File: src/rtl/phone_card_responder.sv
// Card-side responder for the payphone billing link: serial BCD balance read/write with fixed
// access latency. Optional BCD validation of writes and loads when PHONE_CARD_BCD_CHECK_EN is defined.
module phone_card_responder #(
  parameter int unsigned ACCESS_CYCLES = 4,
  parameter logic [11:0] INIT_BALANCE  = 12'h000
) (
  input  logic        clk_1kHz,
  input  logic        clr,
  input  logic        card_present,
  input  logic        read_req,
  input  logic        write_req,
  input  logic        ser_in,
  input  logic        ser_in_valid,
  input  logic        load_en,
  input  logic [11:0] load_money,
  output logic        ser_out,
  output logic        ser_out_valid,
  output logic        busy,
  output logic        done,
  output logic        err,
  output logic        card_empty,
  output logic [11:0] balance
);

  typedef enum logic [2:0] {
    StIdle,
    StRdWait,
    StRdShift,
    StRdDone,
    StWrShift,
    StWrWait,
    StWrDone
  } state_e;

  localparam logic [3:0] WaitLast = 4'(ACCESS_CYCLES - 1);
  localparam logic [3:0] BitLast  = 4'd11;

  state_e      state_q, state_d;
  logic [3:0]  wait_cnt_q, wait_cnt_d;
  logic [3:0]  bit_cnt_q, bit_cnt_d;
  logic [11:0] shift_q, shift_d;
  logic [11:0] balance_q, balance_d;
  logic        card_empty_q, card_empty_d;
  logic        ser_out_q, ser_out_d;
  logic        ser_out_valid_q, ser_out_valid_d;
  logic        busy_q, busy_d;
  logic        done_q, done_d;
  logic        err_q, err_d;

  logic        commit_ok;
  logic        load_ok;
  logic        abort;

`ifdef PHONE_CARD_BCD_CHECK_EN
  function automatic logic bcd_ok(input logic [11:0] v);
    return (v[11:8] <= 4'd9) && (v[7:4] <= 4'd9) && (v[3:0] <= 4'd9);
  endfunction

  assign commit_ok = bcd_ok(shift_q);
  assign load_ok   = bcd_ok(load_money);
`else
  assign commit_ok = 1'b1;
  assign load_ok   = 1'b1;
`endif

  // Card pulled mid-transaction: drop everything without touching the balance.
  assign abort = (state_q != StIdle) && !card_present;

  always_comb begin
    state_d         = state_q;
    wait_cnt_d      = wait_cnt_q;
    bit_cnt_d       = bit_cnt_q;
    shift_d         = shift_q;
    balance_d       = balance_q;
    card_empty_d    = (balance_q == 12'h000);
    ser_out_d       = 1'b0;
    ser_out_valid_d = 1'b0;
    busy_d          = (state_q != StIdle);
    done_d          = 1'b0;
    err_d           = 1'b0;

    if (abort) begin
      state_d    = StIdle;
      err_d      = 1'b1;
      busy_d     = 1'b0;
      wait_cnt_d = 4'd0;
      bit_cnt_d  = 4'd0;
    end else begin
      unique case (state_q)
        StIdle: begin
          if (write_req && card_present) begin
            state_d   = StWrShift;
            bit_cnt_d = 4'd0;
            shift_d   = 12'h000;
          end else if (read_req && card_present) begin
            state_d    = StRdWait;
            wait_cnt_d = 4'd0;
          end else if (load_en && load_ok) begin
            balance_d = load_money;
          end
        end
        StRdWait: begin
          if (wait_cnt_q == WaitLast) begin
            state_d    = StRdShift;
            shift_d    = balance_q;
            wait_cnt_d = 4'd0;
            bit_cnt_d  = 4'd0;
          end else begin
            wait_cnt_d = wait_cnt_q + 4'd1;
          end
        end
        StRdShift: begin
          ser_out_d       = shift_q[11];
          ser_out_valid_d = 1'b1;
          shift_d         = {shift_q[10:0], 1'b0};
          if (bit_cnt_q == BitLast) begin
            state_d   = StRdDone;
            bit_cnt_d = 4'd0;
          end else begin
            bit_cnt_d = bit_cnt_q + 4'd1;
          end
        end
        StRdDone: begin
          done_d  = 1'b1;
          state_d = StIdle;
        end
        StWrShift: begin
          if (ser_in_valid) begin
            shift_d = {shift_q[10:0], ser_in};
            if (bit_cnt_q == BitLast) begin
              state_d    = StWrWait;
              bit_cnt_d  = 4'd0;
              wait_cnt_d = 4'd0;
            end else begin
              bit_cnt_d = bit_cnt_q + 4'd1;
            end
          end
        end
        StWrWait: begin
          if (wait_cnt_q == WaitLast) begin
            state_d    = StWrDone;
            wait_cnt_d = 4'd0;
            if (commit_ok) begin
              balance_d = shift_q;
            end
          end else begin
            wait_cnt_d = wait_cnt_q + 4'd1;
          end
        end
        StWrDone: begin
          // shift_q still holds the written value, so the verdict matches the commit decision.
          if (commit_ok) begin
            done_d = 1'b1;
          end else begin
            err_d = 1'b1;
          end
          state_d = StIdle;
        end
        default: begin
          state_d = StIdle;
        end
      endcase
    end
  end

  always_ff @(posedge clk_1kHz) begin
    if (clr) begin
      state_q         <= StIdle;
      wait_cnt_q      <= 4'd0;
      bit_cnt_q       <= 4'd0;
      shift_q         <= 12'h000;
      balance_q       <= INIT_BALANCE;
      card_empty_q    <= (INIT_BALANCE == 12'h000);
      ser_out_q       <= 1'b0;
      ser_out_valid_q <= 1'b0;
      busy_q          <= 1'b0;
      done_q          <= 1'b0;
      err_q           <= 1'b0;
    end else begin
      state_q         <= state_d;
      wait_cnt_q      <= wait_cnt_d;
      bit_cnt_q       <= bit_cnt_d;
      shift_q         <= shift_d;
      balance_q       <= balance_d;
      card_empty_q    <= card_empty_d;
      ser_out_q       <= ser_out_d;
      ser_out_valid_q <= ser_out_valid_d;
      busy_q          <= busy_d;
      done_q          <= done_d;
      err_q           <= err_d;
    end
  end

  assign ser_out       = ser_out_q;
  assign ser_out_valid = ser_out_valid_q;
  assign busy          = busy_q;
  assign done          = done_q;
  assign err           = err_q;
  assign card_empty    = card_empty_q;
  assign balance       = balance_q;

endmodule

File: config.mk
export PLATFORM = sky130hd
export DESIGN_NAME = phone_card_responder
export DESIGN_NICKNAME = d
export VERILOG_FILES = /design/src/rtl/phone_card_responder.sv
export SDC_FILE = /design/constraint.sdc
export NUM_CORES = 1
export LEC_CHECK = 0
export ABC_AREA = 1
export BUFFER_PORTS_ARGS = -buffer_cell sky130_fd_sc_hd__buf_2
export CORE_ASPECT_RATIO = 0.6
export CORE_MARGIN = 2
export CORE_UTILIZATION = 35
export DETAILED_ROUTE_END_ITERATION = 16
export PLACE_DENSITY = 0.58
export SYNTH_ARGS = -nofsm -noshare
export SYNTH_HDL_FRONTEND = slang
export SYNTH_SLANG_ARGS = --single-unit
File: constraint.sdc
create_clock -name clk_1kHz -period 1.8 [get_ports clk_1kHz]
set_input_delay 0 -clock clk_1kHz [delete_from_list [all_inputs] [get_ports clk_1kHz]]
set_output_delay 0 -clock clk_1kHz [all_outputs]
set_load 0.01 [all_outputs]
==> impl_metrics.toml <==
[finish]
final_util = 0.434
final_common_cell = "nand2_1"
synthToLayoutAreaGrowth_pct = 17.1
layout_common_cells = "nand2_1 (106), nor2_1 (77), nand3_1 (46), dfxtp_1 (40), buf_2 (37)"
fillers = 720
antenna_cells = 0
fin_nets = 459
drive_gt1_frac = 0.199

[clock_network]
cts.sinks = 41
clk_path_buf_depth = 2
cts_setup_buffers = 0
cts_tree = "built"
numCtsBuffers = 5
cts.clk_slew.worst_paths_ps = 60
ctsRootBufferMaster = "clkbuf_16"
htreeDepth = 2
insertion_delay_ps = 290

[routing]
wl_per_cell_um = 12.6
drc = 0
num_vias = 2565
ant_nets = 0
wl_mm = 6.63
vias_per_cell = 4.90
drt_iter0_markers = 150
dr.pass1.iters = 5

[timing]
max_freq_ghz = 0.603
hold_ws_ps = 98.6
slew_viol_final = 0
rsz0062_at_grt = "no"
tightest_slew_ps = 520
setup_tns_ps = 0
fin_crit_sh = 0.921
hold_viol = 0
finClkSkew_ps = 5.04
finalSetupViolations = 0
max_slew_margin = 0.653
finalCriticalPeriod_ps = 1660

[global_route]
top_usage_layer = "met1"
grt_util_met1 = 0.278
grt_start_max_net_pins = 26
grt_pass1_vias = 2307
overflow = 0
use_met3 = 0.0373
gr-usage-all-layers = 0.177
antenna_found_initial = 0
use_met2 = 0.241
grt_pass1_wl_mm = 11.2

[floorplan]
fp-row-count = 23
die_h_um = 69.9
pin_count = 38
die_area_mm2 = 0.00795
initial_core_util = 0.371
core_area_mm2 = 0.00682
die-width_um = 114

[power_and_ir_drop]
power_leakage_nw = 1.47
pwr_density_cell_mw_per_mm2 = 1650
ir_worst_vdd_uv = 453
power_mw = 4.87

[worst_setup_path]
critical_path_class = "flip-flop to flip-flop"
cp_cell_sequence = "buf_4, nor2_8, nand2_4, nand2_1, nand2_1, nor2_4, buf_12, nand2_1, nand2_1, nor2_1"
critPathArrivalTime_ps = 1840
crit_slowest_cell = "dfxtp_1"
critPathLaunchType = "flip-flop"
max_stage_delay_ps = 400
crit_required_ps = 1980
cp_max_fo = 24
reg2reg_depth = 10
crit_path_end_kind = "flip-flop"
crit_path_frequent_cell = "nand2_1"

[synthesis]
synth_top_area_share = 0.324
syn-cell-area_mm2 = 0.00253
yosys.cell_types.count = 29
postSynthCellCount = 400
syn_nets = 422
synth_area_leader_cell = "dfxtp_1"
avgSynthCellArea_um2 = 6.32
synth-seq-cells = 41
yosys_warnings = 0
synthTopCellsByArea = "dfxtp_1 (32%), nand2_1 (16%), nor2_1 (11%)"
ys_seq_area_frac = 0.324

[run_status]
outcome = "completed"

[job]
drv_cap = 0

[placed_design]
place_hpwl_mm = 4.78
place.gp.congestion = 0.884
port_buffers = 37

[worst_hold_path]
hold_depth = 7
hp-class = "primary input to flip-flop"
## synth_stat cells, drive strengths merged
cell type / n
o21ai: 4
nand4: 16
nor2: 82
nand2: 111
o31ai: 1
xnor2: 2
inv: 41
a31oi: 1
clkbuf: 3
nor3: 1
ha: 2
nand3b: 1
or2: 1
nand3: 48
dfxtp: 41
a21oi: 25
buf: 20
## path summary, 6_finish.rpt
path                               startpoint          end  slack [ps]
worst max-delay path               state_q[1]  balance[11]         140
worst min-delay path            load_money[3]   balance[3]         100
worst max register to register     state_q[1]  balance[11]         140
worst min register to register    shift_q[11]      ser_out         470
## critical path, delay by kind of cell, from the launching register on
| family | cells | cell delay (ps) |
|---|---|---|
| buffers and inverters | 2 | 370 |
| flip-flops | 1 | 400 |
| AND/OR/NAND/NOR | 8 | 760 |
## where the power goes
part | leakage, nW | internal, mW | switching [mW]
clock | 0.0700 | 0.545 | 0.366
sequential | 0.336 | 1.23 | 0.301
combinational | 1.07 | 0.913 | 1.52
total | 1.47 | 2.69 | 2.19
## metal layers
metal | part of all wire | vias to the layer above
met1 | 0.55 | 1149
li1 | - | 1337
met5 | 0 | -
met4 | 0.0083 | 0
met2 | 0.38 | 72
met3 | 0.064 | 7
## timing repair
item | 4_1_cts | 5_1_grt
hold endpoints to repair | 1 | 0
resized for setup | 0 | 2
endpoints found under the setup margin | 0 | 26
hold buffers | 1 | 0
## flip-flops by register name, summed over array words and instances (netlist names), 3 cells and up
signal and cells:
balance 12, shift_q 12, bit_cnt_q 4, wait_cnt_q 4, state_q 3
## cells by family (layout without fill, tap and decap cells)
| logic type | Yosys count | count (layout) | synth area share |
|---|---|---|---|
| compound gates | 31 | 31 | 0.0762 |
| xor+xnor | 2 | 2 | 0.00693 |
| fa+ha+maj | 2 | 2 | 0.00989 |
| buf+inv | 64 | 101 | 0.123 |
| flops | 41 | 41 | 0.324 |
| simple gates | 260 | 260 | 0.460 |
## layout make-up
cell class                      count  area [µm²]  area share
Clock buffer                        7         143      0.0482
Inverter                           41         154      0.0520
Multi-Input combinational cell    295        1400       0.473
Sequential cell                    41         822       0.278
Tap cell                           87         109      0.0368
Timing Repair Buffer               53         333       0.112
## metrics by stage
stage               setup WS (ps)  cells  instance area, µm²
global route                 16.6    524                2960
finish                        143    524                2960
global placement              111    516                2810
CTS                          87.0    524                2960
floorplan                     407    400                2530
detailed placement            103    516                2810
No activity file was read; power rests on OpenSTA's default activity.
